**config.mk**
```make
export PLATFORM = sky130hd
export DESIGN_NAME = pci_central_arbiter_flat
export DESIGN_NICKNAME = d
export VERILOG_FILES = /design/src/rtl/pci_arb_pkg.sv /design/src/rtl/pci_central_arbiter_if.sv /design/src/rtl/pci_arb_rr_pick.sv /design/src/rtl/pci_central_arbiter.sv /design/src/flat_wrapper.sv
export SDC_FILE = /design/constraint.sdc
export NUM_CORES = 1
export LEC_CHECK = 0
export BUFFER_PORTS_ARGS = -buffer_cell sky130_fd_sc_hd__buf_2
export CORE_AREA = 5 5 60 62
export CTS_CLUSTER_SIZE = 40
export DETAILED_ROUTE_END_ITERATION = 7
export DIE_AREA = 0 0 65 67
export PLACE_DENSITY = 0.61
export SLEW_MARGIN = 10
export SYNTH_ARGS = -nofsm -noshare
export SYNTH_HDL_FRONTEND = slang
export SYNTH_SLANG_ARGS = --single-unit
```
**constraint.sdc**
```tcl
create_clock -name pci_clk -period 3.4 [get_ports pci_clk]
set_clock_uncertainty 0.1 [all_clocks]
set_input_delay 0.51 -clock pci_clk [delete_from_list [all_inputs] [get_ports pci_clk]]
set_output_delay 0.51 -clock pci_clk [all_outputs]
set_load 0.005 [all_outputs]
```
**src/rtl/pci_arb_pkg.sv**
```systemverilog
// ---------------------------------------------------------------------------
// pci_arb_pkg
// Shared types and helpers for the PCI central arbiter.
//   arb_state_t     : arbiter FSM states (IDLE, GRANTED, BUSY, CHANGE)
//   ARB_MAX_MASTERS : upper bound on REQ#/GNT# pairs supported
//   clog2()         : constant ceil(log2) used for index/counter widths
// ---------------------------------------------------------------------------
package pci_arb_pkg;

  localparam int unsigned ARB_MAX_MASTERS = 8;

  typedef enum logic [1:0] {
    IDLE    = 2'd0,
    GRANTED = 2'd1,
    BUSY    = 2'd2,
    CHANGE  = 2'd3
  } arb_state_t;

  // Returns ceil(log2(value)); 0 for value <= 1.
  function automatic int unsigned clog2(input int unsigned value);
    int unsigned r;
    r = 0;
    for (int unsigned p = 1; p < value; p = p << 1) begin
      r = r + 1;
    end
    return r;
  endfunction

endpackage

```
**src/rtl/pci_central_arbiter_if.sv**
```systemverilog
// ---------------------------------------------------------------------------
// pci_central_arbiter_if
// PCI arbitration signals shared between the agents and the central arbiter.
//   req_n   : REQ# per agent, active low      (agents -> arbiter)
//   frame_n : FRAME#                          (bus    -> arbiter)
//   irdy_n  : IRDY#                           (bus    -> arbiter)
//   gnt_n   : GNT# per agent, active low      (arbiter -> agents)
// Modports: master = agent/bus side, slave = arbiter side.
// ---------------------------------------------------------------------------
interface pci_central_arbiter_if #(
  parameter int unsigned NUM_MASTERS = 4
);
  logic [NUM_MASTERS-1:0] req_n;
  logic                   frame_n;
  logic                   irdy_n;
  logic [NUM_MASTERS-1:0] gnt_n;

  modport master (output req_n, output frame_n, output irdy_n, input gnt_n);
  modport slave  (input req_n, input frame_n, input irdy_n, output gnt_n);
endinterface

```
**src/rtl/pci_arb_rr_pick.sv**
```systemverilog
// ---------------------------------------------------------------------------
// pci_arb_rr_pick
// Combinational round-robin picker. Scans last_i+1, last_i+2, ... (mod
// NUM_MASTERS) and returns the first active request, so the last owner has
// the lowest priority.
//   req_i   : active-high request vector
//   last_i  : index of the last granted agent
//   idx_o   : chosen agent index (0 when valid_o = 0)
//   valid_o : at least one request present
// ---------------------------------------------------------------------------
module pci_arb_rr_pick
  import pci_arb_pkg::*;
#(
  parameter  int unsigned NUM_MASTERS = 4,
  localparam int unsigned OW          = clog2(NUM_MASTERS)
) (
  input  logic [NUM_MASTERS-1:0] req_i,
  input  logic [OW-1:0]          last_i,
  output logic [OW-1:0]          idx_o,
  output logic                   valid_o
);

  int unsigned   j;
  logic [OW-1:0] jj;

  always_comb begin
    idx_o   = '0;
    valid_o = 1'b0;
    j       = 0;
    jj      = '0;
    for (int unsigned k = 1; k <= NUM_MASTERS; k++) begin
      j = 32'(last_i) + k;
      if (j >= NUM_MASTERS) begin
        j = j - NUM_MASTERS;
      end
      jj = OW'(j);
      if (!valid_o && req_i[jj]) begin
        valid_o = 1'b1;
        idx_o   = jj;
      end
    end
  end

endmodule

```
**src/rtl/pci_central_arbiter.sv**
```systemverilog
// ---------------------------------------------------------------------------
// pci_central_arbiter
// Round-robin central PCI arbiter with grant-timeout recovery and optional
// bus parking (enable with `define PCI_ARB_PARK_EN).
//   pci_clk       : PCI clock
//   pci_reset     : synchronous active-high reset
//   arb_enable    : 1 = new grants allowed
//   bus           : REQ#/FRAME#/IRDY# in, GNT# out (registered)
//   owner         : index of current/last granted agent
//   bus_idle      : registered FRAME#=1 and IRDY#=1
//   timeout_pulse : one-clock pulse when a grant is revoked by timeout
// ---------------------------------------------------------------------------
module pci_central_arbiter
  import pci_arb_pkg::*;
#(
  parameter  int unsigned NUM_MASTERS = 4,
  parameter  int unsigned GNT_TIMEOUT = 16,
  parameter  int unsigned PARK_MASTER = 0,
  localparam int unsigned OW          = clog2(NUM_MASTERS)
) (
  input  logic                        pci_clk,
  input  logic                        pci_reset,
  input  logic                        arb_enable,
  pci_central_arbiter_if.slave        bus,
  output logic [OW-1:0]               owner,
  output logic                        bus_idle,
  output logic                        timeout_pulse
);

`ifdef PCI_ARB_PARK_EN
  localparam bit PARK_EN = 1'b1;
`else
  localparam bit PARK_EN = 1'b0;
`endif

  localparam int unsigned            TW       = clog2(GNT_TIMEOUT + 1);
  localparam logic [NUM_MASTERS-1:0] ONE      = {{(NUM_MASTERS-1){1'b0}}, 1'b1};
  localparam logic [OW-1:0]          PARK_IDX = OW'(PARK_MASTER);
  localparam logic [NUM_MASTERS-1:0] PARK_GNT = ~(ONE << PARK_IDX);
  localparam logic [TW-1:0]          T_LAST   = TW'(GNT_TIMEOUT - 1);

  arb_state_t             state_q;
  logic [NUM_MASTERS-1:0] req_q;
  logic                   frame_q;
  logic                   irdy_q;
  logic [NUM_MASTERS-1:0] gnt_n_q;
  logic [OW-1:0]          owner_q;
  logic [TW-1:0]          tcnt_q;
  logic                   timeout_q;

  logic [NUM_MASTERS-1:0] req_act;
  logic [NUM_MASTERS-1:0] grant_n;
  logic [OW-1:0]          pick_idx;
  logic                   pick_valid;
  logic                   others_req;
  logic                   idle_w;
  logic                   parked;

  assign req_act    = ~req_q;
  assign grant_n    = ~(ONE << pick_idx);
  assign others_req = |(req_act & ~(ONE << owner_q));
  // frame_q/irdy_q reset low so bus_idle reads 0 until the bus is sampled.
  assign idle_w     = frame_q & irdy_q;
  assign parked     = PARK_EN && (gnt_n_q == PARK_GNT);

  pci_arb_rr_pick #(
    .NUM_MASTERS (NUM_MASTERS)
  ) u_pick (
    .req_i   (req_act),
    .last_i  (owner_q),
    .idx_o   (pick_idx),
    .valid_o (pick_valid)
  );

  always_ff @(posedge pci_clk) begin
    if (pci_reset) begin
      state_q   <= IDLE;
      req_q     <= '1;
      frame_q   <= 1'b0;
      irdy_q    <= 1'b0;
      gnt_n_q   <= '1;
      owner_q   <= OW'(NUM_MASTERS - 1);
      tcnt_q    <= '0;
      timeout_q <= 1'b0;
    end else begin
      req_q     <= bus.req_n;
      frame_q   <= bus.frame_n;
      irdy_q    <= bus.irdy_n;
      timeout_q <= 1'b0;
      case (state_q)
        IDLE: begin
          if (arb_enable && pick_valid) begin
            // Leaving a park for another agent still needs a turnaround clock.
            if (parked && (pick_idx != PARK_IDX)) begin
              gnt_n_q <= '1;
              state_q <= CHANGE;
            end else begin
              owner_q <= pick_idx;
              gnt_n_q <= grant_n;
              tcnt_q  <= '0;
              state_q <= GRANTED;
            end
          end else if (arb_enable && PARK_EN) begin
            owner_q <= PARK_IDX;
            gnt_n_q <= PARK_GNT;
          end else begin
            gnt_n_q <= '1;
          end
        end
        GRANTED: begin
          if (!arb_enable) begin
            gnt_n_q <= '1;
            state_q <= CHANGE;
          end else if (!frame_q) begin
            state_q <= BUSY;
          end else if (idle_w && (tcnt_q == T_LAST)) begin
            // Timeout wins over a simultaneous REQ# release: one transition.
            timeout_q <= 1'b1;
            gnt_n_q   <= '1;
            state_q   <= CHANGE;
          end else if (req_q[owner_q]) begin
            gnt_n_q <= '1;
            state_q <= CHANGE;
          end else if (idle_w) begin
            tcnt_q <= tcnt_q + 1'b1;
          end
        end
        BUSY: begin
          if (!arb_enable || others_req) begin
            gnt_n_q <= '1;
            state_q <= CHANGE;
          end else if (idle_w) begin
            gnt_n_q <= '1;
            state_q <= IDLE;
          end
        end
        CHANGE: begin
          // The turnaround clock also performs the IDLE evaluation so only a
          // single all-high GNT# clock separates two owners.
          if (arb_enable && pick_valid) begin
            owner_q <= pick_idx;
            gnt_n_q <= grant_n;
            tcnt_q  <= '0;
            state_q <= GRANTED;
          end else begin
            state_q <= IDLE;
          end
        end
        default: begin
          gnt_n_q <= '1;
          state_q <= IDLE;
        end
      endcase
    end
  end

  assign bus.gnt_n     = gnt_n_q;
  assign owner         = owner_q;
  assign bus_idle      = idle_w;
  assign timeout_pulse = timeout_q;

endmodule
```
**src/flat_wrapper.sv**
```systemverilog
// flat-port wrapper written by rule: the top's interface ports become plain ports
module pci_central_arbiter_flat import pci_arb_pkg::*;
#(
  parameter  int unsigned NUM_MASTERS = 4,
  parameter  int unsigned GNT_TIMEOUT = 16,
  parameter  int unsigned PARK_MASTER = 0,
  localparam int unsigned OW          = clog2(NUM_MASTERS)
)
  (pci_clk, pci_reset, arb_enable, owner, bus_idle, timeout_pulse, bus_req_n, bus_frame_n, bus_irdy_n, bus_gnt_n);
  pci_central_arbiter_if #(.NUM_MASTERS(NUM_MASTERS)) bus_i ();
  input  logic pci_clk;
  input  logic pci_reset;
  input  logic arb_enable;
  output logic [OW-1:0] owner;
  output logic bus_idle;
  output logic timeout_pulse;
  input wire logic [$bits(bus_i.req_n)-1:0] bus_req_n;
  input wire logic [$bits(bus_i.frame_n)-1:0] bus_frame_n;
  input wire logic [$bits(bus_i.irdy_n)-1:0] bus_irdy_n;
  output wire logic [$bits(bus_i.gnt_n)-1:0] bus_gnt_n;
  assign bus_i.req_n = bus_req_n;
  assign bus_i.frame_n = bus_frame_n;
  assign bus_i.irdy_n = bus_irdy_n;
  assign bus_gnt_n = bus_i.gnt_n;
  pci_central_arbiter #(.NUM_MASTERS(NUM_MASTERS), .GNT_TIMEOUT(GNT_TIMEOUT), .PARK_MASTER(PARK_MASTER)) u_core (.pci_clk(pci_clk), .pci_reset(pci_reset), .arb_enable(arb_enable), .bus(bus_i), .owner(owner), .bus_idle(bus_idle), .timeout_pulse(timeout_pulse));
endmodule
```
# Yosys cells after proc, flatten, opt, wreduce, memory -nomap -nowiden
# Cells that the tools add are included.
[classes]
eq_ne = 16
bitwise_logic = 8
reduce_logical = 19
shift = 2
order_cmp = 9
addsub = 9
muxes = 48
[ops]
columns = ["cell", "n"]
rows = [
  ["$mux W4", 8],
  ["$mux W2", 15],
  ["$mux W5", 6],
  ["$pmux W4 S4", 1],
  ["$lt A2 B3 Y1 const B", 5],
  ["$not A4 Y4", 3],
  ["$mux W1", 11],
  ["$bmux W1 S2", 5],
  ["$ne A2 B1 Y1 const B", 5],
  ["$pmux W5 S2", 1],
  ["$ge A3 B3 Y1 const B", 3],
  ["$pmux W2 S4", 1],
  ["$reduce_or A4 Y1", 2],
  ["$shl A1 B2 Y4 const A", 2],
  ["$sub A2 B1 Y2 const B", 4],
  ["$reduce_and A7 Y1", 1],
  ["$add A2 B2 Y3 const B", 2],
  ["$ne A2 B2 Y1 const B", 3],
  ["$add A5 B1 Y5 const B", 1],
  ["$eq A5 B4 Y1 const B", 1],
  ["$logic_and A1 B1 Y1", 5],
  ["$ne A5 B5 Y1 const B", 1],
  ["$add A2 B3 Y4 const B", 1],
  ["$and A4 B4 Y4", 1],
  ["17 further kinds", 23],
]
[word_totals]
output_inout_bits = 8
ff_bits = 20
input_bits = 9
word_cells = 119

# Depth between registers and ports, before layout
[logic_depth]
depth_word = 19
mapped_depth = 9
mapped_depth_nobuf = 8

# Cells and area by module
# A second synthesis with hierarchy kept.
[unflattened]
cells_unflattened = 143
area_unflattened_um2 = 1193.6
[by_module_without_submodules]
columns = ["mod", "cells_each", "n_inst", "seq_area_each_um2", "area_each_um2"]
rows = [
  ["pci_central_arbiter", 129, 1, 400.4, 1102.3],
  ["pci_arb_rr_pick", 14, 1, 0.0, 91.3],
]

# Least setup slack after synthesis
# No wires, ideal clock.
[synth_path]
kind = "reg-to-reg"
start = "register u_core.owner_q[0], in the netlist u_core.owner[0]"
end = "register u_core.gnt_n_q[0], in the netlist u_core.bus.gnt_n[0]"
setup_slack_ns = 0.940
setup_time_ns = 0.117
path_buffers = 1
stages_incl_launch_ff = 10
period_less_slack_ns = 2.460
required_ns = 3.183
arrival_time_ns = 2.243
cell_sequence = "dfxtp_1 -> buf_6 -> inv_1 -> ha_1 -> mux4_2 -> nand4_2 -> nand2_2 -> mux2i_1 -> or3b_1 -> o22a_1"
[synth_between]
elab_chain_len = 19
word_cells_on_any_way = 56
classes_between = "add/sub (8); order compare (4); eq/ne (3); shift (2); mux (26); bitwise (3); reduce/logical (10)"
[synth_lines]
columns = ["element", "line", "text"]
rows = [
  ["start, declared", "pci_central_arbiter.sv:47", "logic [OW-1:0] owner_q;"],
  ["start signal, assigned", "pci_central_arbiter.sv:82", "owner_q <= OW'(NUM_MASTERS - 1);"],
  ["start signal, assigned", "pci_central_arbiter.sv:98", "owner_q <= pick_idx;"],
  ["start signal, assigned", "pci_central_arbiter.sv:141", "owner_q <= pick_idx;"],
  ["$add A2 B1 Y3", "pci_arb_rr_pick.sv:32", "j = 32'(last_i) + k;"],
  ["$ge A3 B3 Y1 / $sub A2 B1 Y2 (equally long branches)", "pci_arb_rr_pick.sv:33, pci_arb_rr_pick.sv:34", ""],
  ["$mux W2", "pci_arb_rr_pick.sv:33", "if (j >= NUM_MASTERS) begin"],
  ["$bmux W1 S2", "pci_arb_rr_pick.sv:37", "if (!valid_o && req_i[jj]) begin"],
  ["$mux W1 (implied by the code)", "pci_arb_rr_pick.sv:37", ""],
  ["$mux W1", "pci_arb_rr_pick.sv:37", ""],
  ["$logic_not A1 Y1", "pci_arb_rr_pick.sv:37", ""],
  ["$logic_and A1 B1 Y1", "pci_arb_rr_pick.sv:37", ""],
  ["[... 3 more ...]", "-", ""],
  ["$mux W1", "pci_arb_rr_pick.sv:37", ""],
  ["$logic_not A1 Y1", "pci_arb_rr_pick.sv:37", ""],
  ["$logic_and A1 B1 Y1", "pci_arb_rr_pick.sv:37", ""],
  ["$mux W2", "pci_arb_rr_pick.sv:37", ""],
  ["$shl A1 B2 Y4", "pci_central_arbiter.sv:60", "assign grant_n = ~(ONE << pick_idx);"],
  ["$not A4 Y4", "pci_central_arbiter.sv:60", ""],
  ["$mux W4, on equally long branches", "pci_central_arbiter.sv:140, pci_central_arbiter.sv:92", ""],
  ["$pmux W4 S4", "pci_central_arbiter.sv:90", "case (state_q)"],
  ["end signal, assigned", "pci_central_arbiter.sv:99", "gnt_n_q <= grant_n;"],
  ["end signal, assigned", "pci_central_arbiter.sv:142", "gnt_n_q <= grant_n;"],
  ["end, declared", "pci_central_arbiter.sv:46", "logic [NUM_MASTERS-1:0] gnt_n_q;"],
]
# Parallel ways exist; a longest one is shown, timed or not. The select of a mux whose other input is x is not followed.
# A chain may end at the register's enable or synchronous reset.

# Final worst setup path
[layout_path]
start = "register u_core.owner_q[0], in the netlist u_core.owner[0]"
end = "register u_core.gnt_n_q[1], in the netlist u_core.bus.gnt_n[1]"
# Same word-level chain as after synthesis.

==> flow_summary.json <==
{
  "post_drt_wl_per_cell_um": 14.1,
  "synthTopCellsByArea": "sky130_fd_sc_hd__dfxtp_1 31%, sky130_fd_sc_hd__ha_1 9.7%, sky130_fd_sc_hd__mux4_2 6.9%, sky130_fd_sc_hd__a21oi_1 4.2%, sky130_fd_sc_hd__nand2b_1 2.9%",
  "dr.first_iter.drc_count": 46,
  "h_tree_levels": 1,
  "fmax_mhz": 351,
  "final.setup.tns_ns": 0,
  "finalWeightedCongestion": 0.877,
  "final_wirelength_um": 2710,
  "io_buffers": 16,
  "grt_overflow": 0,
  "finalSetupViolCount": 0,
  "detail_route.first_pass.iterations": 4,
  "die-width_um": 65,
  "placedInstanceArea_sq_um": 1390,
  "remaining_drc_errors": 0,
  "synth_ff_type": "sky130_fd_sc_hd__dfxtp_1",
  "area_growth_pct": 11.1,
  "synth.top_cells.by_count": "20 x sky130_fd_sc_hd__dfxtp_1, 11 x sky130_fd_sc_hd__a21oi_1, 10 x sky130_fd_sc_hd__ha_1, 10 x sky130_fd_sc_hd__nor2_1, 8 x sky130_fd_sc_hd__nand2_1",
  "cts-buffers-inserted": 3,
  "clkLatencyLatePin_ns": 0.30,
  "netlist_area_sq_um": 1300,
  "final_net_count": 179,
  "worst_setup_path_end_kind": "flop",
  "initial_utilization_pct": 43.5,
  "grt_pass1_wl_um": 4660,
  "vdd_ir_drop_max_mv": 0.484,
  "cts_hold_buf": 0,
  "tritoncts": "yes",
  "synthArstFlopShare_pct": 0,
  "yosys.area.top_type_share_pct": 30.9,
  "worst_ep_required_ns": 3.52,
  "die-area_sq_um": 4360,
  "min_period_over_period_pct": 83.7,
  "slew_headroom_pct": 64.3,
  "number_of_routed_nets_with_antenna_violations": 0,
  "synth.yosys.seq_area_share_pct": 30.9,
  "timing_worst_slew_pin_value_ns": 0.535,
  "min_period_ns": 2.85,
  "run_status": "completed",
  "arrival_ns": 2.96,
  "edff_count_synth": 0,
  "total_via_count_after_detailed_routing": 1112,
  "report.final.slew_viol_count": 0,
  "cts.clk_slew.worst_paths_ns": 0.13,
  "placeable_core_region_sq_um": 2980,
  "hpwl_um": 2100,
  "crit_path_max_fanout": 14,
  "synth.distinct_cells": 47,
  "maximum_number_of_pins_on_one_net_before_global_route_repair": 20,
  "floorplan.io_pins": 17,
  "number_of_buffers_on_the_longest_clock_path": 2,
  "total_of_cells_resized_after_clock_tree_synthesis": 0,
  "die_height_um": 67,
  "max_cap_violations": 0,
  "clock-sinks": 20,
  "final_area_sq_um": 1440,
  "avgViaCountPerCell": 5.79,
  "post_route_cells_drive_above_1_share_pct": 22.0,
  "power.static_leakage_nw": 0.576,
  "timing_worst_setup_path_type": "flop to flop",
  "yosysWarnings": 0,
  "rsz0062_at_grt": "no",
  "gr-usage-all-layers_pct": 13.4,
  "synthesis.nets": 162,
  "clock_tree.root_cell": "sky130_fd_sc_hd__clkbuf_4",
  "grt_antenna_before_repair": 0,
  "post_synthesis_area_per_instance_sq_um": 9.06,
  "yosys.area.top_type": "sky130_fd_sc_hd__dfxtp_1",
  "post_synth_inst_count": 143,
  "fp-row-count": 20,
  "antenna_cells_inserted": 0,
  "timing.hold.worst.class": "primary input to flop",
  "yosysMostFrequentCell": "sky130_fd_sc_hd__dfxtp_1",
  "via_count_of_the_first_global_routing_pass": 1037,
  "worstSetupStartpointType": "flop",
  "ys_ff_latch": 20,
  "cts.repair_timing.setup_buffer_count": 0,
  "pwr_density_cell_nw_per_um2": 870,
  "hold_viol": 0
}
## cell families (layout without fill, tap and decap cells)
| kind of cell | count (synthesis) | in the layout | share of synthesized area [%] |
|---|---|---|---|
| and+or+nand+nor | 53 | 53 | 23.6 |
| adders and majority gates | 10 | 10 | 9.65 |
| buffers and inverters | 11 | 27 | 4.34 |
| muxes | 6 | 6 | 8.49 |
| DFF | 20 | 20 | 30.9 |
| AOI/OAI and AO/OA | 43 | 43 | 23.1 |
## metal layers
metal | vias to the layer above | routed length, um | global-route usage, %
li1 | 557 | - | -
met1 | 529 | 1300 | 18.5
met2 | 22 | 1220 | 20.6
met3 | 4 | 146 | 3.54
met4 | 0 | 40 | 3.43
met5 | - | 0 | 0
## metrics by stage
| stage | hold slack (ns) | util (%) | std cells | power [W] | worst slack, ns |
|---|---|---|---|---|---|
| 6_report | 0.286 | 48.4 | 192 | 0.00125 | 0.554 |
| 5_1_grt | 0.279 | 48.4 | 192 | 0.00136 | 0.371 |
| 4_1_cts | 0.277 | 48.4 | 192 | 0.00125 | 0.565 |
| 3_5_place_dp | 0.371 | 46.6 | 188 | 0.00106 | 0.580 |
| 3_3_place_gp | 0.364 | 46.6 | 188 | 0.00104 | 0.707 |
| 2_1_floorplan | 0.353 | - | 143 | 0.000913 | 0.940 |
## sequential cells by signal (all words and copies together), names as in the netlist
register	flops
u_core.bus.gnt_n	4
u_core.frame_q	1
u_core.irdy_q	1
u_core.owner	2
u_core.req_q	4
u_core.state_q	2
u_core.tcnt_q	5
u_core.timeout_pulse	1
## critical path: stages (launching register included)
cell                      delay [ns]
sky130_fd_sc_hd__dfxtp_1        0.68
sky130_fd_sc_hd__inv_1          0.19
sky130_fd_sc_hd__ha_1           0.47
sky130_fd_sc_hd__mux4_2         0.39
sky130_fd_sc_hd__nand4_2        0.14
sky130_fd_sc_hd__nand2_2        0.07
sky130_fd_sc_hd__mux2i_1        0.15
sky130_fd_sc_hd__or3b_1         0.41
sky130_fd_sc_hd__o22a_1         0.19
## layout by cell type, fill, tap and decap left out, types with 2 or more instances in the layout
master and count:
sky130_fd_sc_hd__nand2b_1 6, sky130_fd_sc_hd__nor2_1 10, sky130_fd_sc_hd__nor3_1 2, sky130_fd_sc_hd__and2_1 3
sky130_fd_sc_hd__o22a_1 2, sky130_fd_sc_hd__o21ai_1 2, sky130_fd_sc_hd__a2bb2oi_1 3, sky130_fd_sc_hd__nand3_1 2
sky130_fd_sc_hd__nor3b_1 3, sky130_fd_sc_hd__o21ai_0 4, sky130_fd_sc_hd__a211oi_1 2, sky130_fd_sc_hd__mux4_2 4
sky130_fd_sc_hd__buf_2 16, sky130_fd_sc_hd__dfxtp_1 20, sky130_fd_sc_hd__clkbuf_4 3, sky130_fd_sc_hd__o211ai_1 2
sky130_fd_sc_hd__a21o_1 2, sky130_fd_sc_hd__a211o_1 2, sky130_fd_sc_hd__o22ai_1 4, sky130_fd_sc_hd__a21oi_1 11
sky130_fd_sc_hd__or2_2 5, sky130_fd_sc_hd__nor2b_1 3, sky130_fd_sc_hd__inv_1 7, sky130_fd_sc_hd__mux2i_1 2
sky130_fd_sc_hd__nand2_1 8, sky130_fd_sc_hd__ha_1 10
## power by group
part           internal [W]  leakage (nW)  total [W]  switching, W
combinational      0.000319         0.383   0.000689      0.000371
sequential         0.000290         0.165   0.000366     0.0000765
clock              0.000119        0.0279   0.000198     0.0000786
## final cells by class
cell class	count	area (sq um)
flip-flops and latches	20	400
clock buffers	3	22.5
well taps	33	41.3
inverters	7	26.3
clock inverters	1	30.0
multi-input cells	112	840
repair buffers	16	80.1
fillers	281	1540
## worst paths after layout
path	cells past startpoint	slack [ns]	startpoint	end
max	8	0.55	u_core.owner[0]	u_core.bus.gnt_n[1]
min	2	0.29	bus_req_n[1]	u_core.req_q[1]
max reg2reg	8	0.55	u_core.owner[0]	u_core.bus.gnt_n[1]
min reg2reg	1	0.40	u_core.bus.gnt_n[3]	u_core.bus.gnt_n[3]
Note: power is estimated with default switching activity, not from simulation.
